<file path="src/rtl/out_writeback.sv">
// Writeback stage behind the output sequencer: adds per-channel bias, shifts, clamps and
// writes results into the dst buffer, counting writes to flag the end of each job.
module out_writeback #(
    parameter int AW = 24,
    parameter int BW = 16,
    parameter int OW = 16
) (
    input  logic          clk,
    input  logic          rst,
    input  logic          outr,
    input  logic [3:0]    ra,
    input  logic [11:0]   oa,
    input  logic [AW-1:0] acc_d,
    input  logic          bias_we,
    input  logic [3:0]    bias_a,
    input  logic [BW-1:0] bias_d,
    input  logic          relu,
    input  logic [3:0]    shift,
    input  logic [3:0]    od,
    input  logic [9:0]    os,
    output logic          dst_we,
    output logic [11:0]   dst_wa,
    output logic [OW-1:0] dst_wd,
    output logic          busy,
    output logic          done
);

    localparam logic signed [AW:0] SAT_HI = {{(AW-OW+2){1'b0}}, {(OW-1){1'b1}}};
    localparam logic signed [AW:0] SAT_LO = {{(AW-OW+2){1'b1}}, {(OW-1){1'b0}}};

    logic [BW-1:0]     bias_q [16];

    logic              v1;
    logic [3:0]        ra1;
    logic [11:0]       oa1;

    logic              v2;
    logic [11:0]       oa2;
    logic signed [AW:0] sum;

    logic [13:0]       cnt;

    logic [BW-1:0]     bias_sel;
    logic signed [AW:0] acc_ext;
    logic signed [AW:0] bias_ext;
    logic signed [AW:0] sum_c;
    logic signed [AW:0] sh_c;
    logic [OW-1:0]     wd_c;
    logic [13:0]       total_c;
    logic [13:0]       cnt_inc;
    logic              last_c;
    logic [13:0]       cnt_nxt;

    // Stage 1: bias read is combinational, so a same-cycle write lands after this read.
    always_comb begin
        bias_sel = bias_q[ra1];
        acc_ext  = {acc_d[AW-1], acc_d};
        bias_ext = {{(AW+1-BW){bias_sel[BW-1]}}, bias_sel};
        sum_c    = acc_ext + bias_ext;
    end

    // Stage 2: floor shift, optional ReLU, then clamp into the output range.
    always_comb begin
        sh_c = sum >>> shift;
        if (relu && sh_c[AW]) begin
            sh_c = '0;
        end
        if (sh_c > SAT_HI) begin
            wd_c = {1'b0, {(OW-1){1'b1}}};
        end else if (sh_c < SAT_LO) begin
            wd_c = {1'b1, {(OW-1){1'b0}}};
        end else begin
            wd_c = sh_c[OW-1:0];
        end
    end

    // A zero-sized job (os=0) must never complete, so total=0 is excluded from the match.
    always_comb begin
        total_c = ({10'd0, od} + 14'd1) * {4'd0, os};
        cnt_inc = cnt + 14'd1;
        last_c  = dst_we && (total_c != 14'd0) && (cnt_inc == total_c);
        cnt_nxt = cnt;
        if (dst_we) begin
            cnt_nxt = last_c ? 14'd0 : cnt_inc;
        end
    end

    always_ff @(posedge clk) begin
        if (!rst) begin
            for (int i = 0; i < 16; i++) begin
                bias_q[i] <= '0;
            end
            v1     <= 1'b0;
            ra1    <= '0;
            oa1    <= '0;
            v2     <= 1'b0;
            oa2    <= '0;
            sum    <= '0;
            dst_we <= 1'b0;
            dst_wa <= '0;
            dst_wd <= '0;
            cnt    <= '0;
            busy   <= 1'b0;
            done   <= 1'b0;
        end else begin
            if (bias_we) begin
                bias_q[bias_a] <= bias_d;
            end

            v1  <= outr;
            ra1 <= ra;
            oa1 <= oa;

            v2  <= v1;
            oa2 <= oa1;
            sum <= sum_c;

            dst_we <= v2;
            if (v2) begin
                dst_wa <= oa2;
                dst_wd <= wd_c;
            end

            cnt  <= cnt_nxt;
            done <= last_c;
            // Next-state form of (cnt!=0)|v1|v2 so busy lines up with those registers.
            busy <= (cnt_nxt != 14'd0) | outr | v1;
        end
    end

endmodule

</file>
<file path="config.mk">
export PLATFORM = sky130hd
export DESIGN_NAME = out_writeback
export DESIGN_NICKNAME = d
export VERILOG_FILES = /design/src/rtl/out_writeback.sv
export SDC_FILE = /design/constraint.sdc
export NUM_CORES = 1
export LEC_CHECK = 0
export BUFFER_PORTS_ARGS = -buffer_cell sky130_fd_sc_hd__buf_4
export CORE_ASPECT_RATIO = 1.1
export CORE_MARGIN = 2
export CORE_UTILIZATION = 60
export CTS_CLUSTER_SIZE = 25
export DETAILED_ROUTE_END_ITERATION = 8
export GPL_TIMING_DRIVEN = 1
export PLACE_DENSITY = 0.79
export SETUP_SLACK_MARGIN = 0.5
export SYNTH_ARGS = -nofsm -noshare
export SYNTH_HDL_FRONTEND = slang
export SYNTH_SLANG_ARGS = --single-unit
</file>
<file path="constraint.sdc">
create_clock -name clk -period 15.8 [get_ports clk]
set_clock_uncertainty 0.05 [all_clocks]
set_input_delay 0.79 -clock clk [delete_from_list [all_inputs] [get_ports clk]]
set_output_delay 0.79 -clock clk [all_outputs]
set_load 0.05 [all_outputs]
</file>
==> results by group <==
Die
  • Die X: 172.3 um
  • Number of rows created at floorplan: 67
  • Vertical die dimension: 189.1 um
  • Area of the placeable core: 30600 sq um
  • IO Count: 114
  • Starting Density: 61.06%
  • Total Die Area: 32570 sq um

Synth
  • Post-Syn Area per Cell: roughly 13 sq um
  • Syn Std Cell Area: roughly 19000 sq um
  • Synthesized instance count: between 1000 and 1500
  • Most frequent cells after synthesis: 318 x sky130_fd_sc_hd__and2_1, 256 x sky130_fd_sc_hd__edfxtp_1, 100 x sky130_fd_sc_hd__dfxtp_1, 95 x sky130_fd_sc_hd__mux4_2, 91 x sky130_fd_sc_hd__nor2_1
  • Primary FF master, synth: sky130_fd_sc_hd__edfxtp_1
  • Number of warning messages in the yosys log: 0
  • Cell with the most instances after synthesis: sky130_fd_sc_hd__and2_1
  • Top cell type by total area after synthesis: sky130_fd_sc_hd__edfxtp_1
  • Number of flops mapped to enable cells by yosys: 256
  • Net count of the mapped netlist: 1643
  • Share of synthesized flip-flops with an asynchronous set or reset: 0%
  • Top cells by area in the synthesized netlist: sky130_fd_sc_hd__edfxtp_1 41%, sky130_fd_sc_hd__mux4_2 11%, sky130_fd_sc_hd__dfxtp_1 11%
  • Number of flip-flops and latches in the synthesized netlist: 356
  • Count of cell types in the netlist: 59
  • Area fraction of the dominant cell type after synthesis: 41.14%
  • Sequential fraction of the synthesis area: 51.86%

Detailed routing
  • Total DRC errors in the routed layout: 0
  • Initial DRC Count: 673
  • Met1 Wirelength: between 15000 and 20000 um
  • Post-DR wirelength/cell: 19.42 um
  • Top sig layer: met4
  • Routed length on met3: 2403 um
  • Total Wirelength: roughly 40000 um
  • Detailed-router iteration count before antenna repair: 5
  • DR vias/cell: 5.848
  • Total via count after detailed routing: between 10000 and 15000
  • Total met2 wirelength after detailed routing: 20370 um
  • DRT antenna net count: 0

CTS
  • Number of cells upsized or downsized after cts: 0
  • CTS buffer count: 37
  • Clock tree root buffer cell: sky130_fd_sc_hd__clkbuf_16
  • TritonCTS clock tree: yes
  • Clock slew seen by the registers of the worst setup and hold paths: 60 ps
  • Insertion delay of the later-clocked pin in the worst-skew pair: between 500 and 600 ps
  • Post-CTS Hold Buffers: 0
  • # Post-CTS Setup Buffers: 0
  • Number of sinks on the clock net: between 300 and 400
  • Maximum level of the CTS H-tree: 2
  • Buffer depth of the longest clock path: 3

Setup path
  • Startpoint kind of the worst setup timing path: input port
  • Number of cells traversed by the worst register-to-register path: 13
  • Required time of the worst setup path: 16110 ps
  • Cell repeated most along the worst path: sky130_fd_sc_hd__fa_1
  • Terminus of the critical flop-to-flop path: sum[21]
  • Worst path cell trace: buf_4, ha_1, xor2_1, nand2_1, fa_1, inv_1, fa_1, fa_1, ha_1, nor2b_1, o21a_1, a311o_1, o31ai_1, xor2_1, a311oi_1, o21ai_1, a2111oi_4, o21ai_0
  • Worst setup path start: od[0]
  • Library cell contributing the largest single delay on the critical path: sky130_fd_sc_hd__a2111oi_4
  • Crit path max fanout: 16
  • Data arrival time of the critical path: around 6400 ps
  • Endpoint class of the critical path: flop
  • Kind of critical path: input port to flop
  • Delay of the slowest cell on the worst path: 860 ps
  • Minimum setup slack among reg-to-reg paths: 10360 ps

Place
  • Placed inst area: between 15000 and 20000 sq um
  • Port Buffer Count: 113
  • HPWL after detailed placement: roughly 27000 um
  • Placer congestion estimate: 0.8451

Power and ir drop
  • Switch share: 25.84%
  • Total power density per cell area: approximately 120 nW/um^2
  • Worst-case vdd ir drop: about 0.000093 V
  • Proportion of power drawn by the clock network: 36.7%
  • Sequential share of power: 44.7%
  • Leakage: 0.007915 uW
  • Fraction of power consumed by combinational cells: 18.5%
  • Net switching power of the design: 629.1 uW
  • Cell-internal power: roughly 1800 uW

Min path
  • Worst min path class: flop to flop
  • Hold path start: oa1[6]
  • Worst-case hold path end point: oa2[6]
  • WHS Path Cells: 1

Timing
  • Remaining max-slew budget at the tightest pin: 18.58%
  • Period minus WS final: 6106 ps
  • Max Fclk: approximately 160 MHz
  • Period utilization: between 30 and 40%
  • Max-slew violation count: 0
  • Number of setup violations in the final report: 0
  • Hold Violations, Final: 0
  • Setup repair after global routing missed its margin: false
  • Post-route setup TNS: 0 ps
  • Worst-Margin Slew: 1217 ps

Final layout
  • Layout overhead on the synthesized area: 12.90%
  • Final design area excluding fillers: between 20000 and 25000 sq um
  • Final design utilization: 68.94%
  • Count of inserted antenna diode cells: 0
  • Number of nets in the layout: 1723
  • Share of final-layout standard cells stronger than drive strength 1: 19.75%

Global routing
  • First-pass GRT wire length: 62960 um
  • Largest net degree at the start of global routing: 78
  • Via count of the first global-routing pass: roughly 12000
  • Global-route usage over all layers: 24.90%
  • Number of antenna violations at the first check in global routing: 0
  • Overflow after GRT: 0

Run
  • Max-cap violations: 0

Outcome
  • Status: finished clean
## layout make-up
cell class,instances,area [sq um]
multi-input combinational,1009,8512
timing repair buffer,134,1006
fill,2126,9504
tap,414,518.0
clock buffer,51,1020
clock inverter,15,231.5
sequential,356,9694
inverter,30,112.6
## worst max-delay path, delay by kind of cell
family,cells,cell delay [ps]
and+or+nand+nor,2,300
adders and majority gates,5,2070
buffers and inverters,2,210
AOI/OAI and AO/OA,7,2300
xor gates and xnor gates,2,730
## power groups by stage
stage	registers, uW	clock network (uW)	logic, uW
5_1_grt	1100	942	502
2_1_floorplan	1110	0	339
4_1_cts	1090	906	452
6_report	1090	895	451
3_3_place_gp	1100	0	438
3_5_place_dp	1110	0	448
## worst max path at each step
stage                   end  slack [ps]  cells after the start
global placement    cnt[13]        9410                     18
floorplan            cnt[0]        9960                     19
finish              cnt[13]        9690                     18
global route        cnt[11]        9430                     18
CTS                 cnt[13]        9750                     18
detailed placement  cnt[13]        9230                     18
## sequential cells by signal, indices dropped and copies added, names as in the netlist, 12 cells and up, named ones only
register	count
sum	25
dst_wa	12
dst_wd	16
bias_q	256
oa1	12
oa2	12
cnt	14
## logic make-up (layout without fill, tap and decap cells)
| family | after synthesis | after routing | synth area share, % |
|---|---|---|---|
| flip-flops | 356 | 356 | 51.86 |
| XOR/XNOR | 61 | 61 | 2.900 |
| AO/OA/AOI/OAI | 166 | 166 | 6.181 |
| AND/OR/NAND/NOR | 577 | 577 | 17.15 |
| multiplexers | 133 | 133 | 13.54 |
| adder cells (fa/ha/maj) | 72 | 72 | 5.786 |
| buffers and inverters | 123 | 230 | 2.585 |
## metrics by stage
stage | hold slack, ps | power (uW) | cells | worst slack, ps
2_1_floorplan | 361.9 | 1444 | 1488 | 9964
3_3_place_gp | 363.5 | 1542 | 1943 | 9405
3_5_place_dp | 368.6 | 1555 | 1943 | 9232
4_1_cts | 382.8 | 2447 | 2009 | 9750
5_1_grt | 396.0 | 2539 | 2009 | 9428
6_report | 379.9 | 2435 | 2009 | 9694
## layer usage
metal,GRT usage [%],vias to the layer above
met3,4.452,70
met5,0,-
li1,-,5557
met4,7.369,0
met1,30.93,5778
met2,44.44,344
## cell usage in the layout (no fill, tap or decap), drive strengths merged, types with 17 or more instances in the layout
cell type | Yosys | routed
nand3 | 20 | 20
and2 | 318 | 318
nand2 | 54 | 54
nor3 | 28 | 28
edfxtp | 256 | 256
fa | 24 | 24
dfxtp | 100 | 100
nor2 | 91 | 91
buf | 26 | 134
a211oi | 17 | 17
mux2i | 30 | 30
clkbuf | 67 | 51
a21oi | 38 | 38
ha | 48 | 48
inv | 29 | 30
o21ai | 42 | 42
mux4 | 95 | 95
xor2 | 27 | 27
nor2b | 22 | 22
xnor2 | 34 | 34
(Power assumes the default switching activity.)
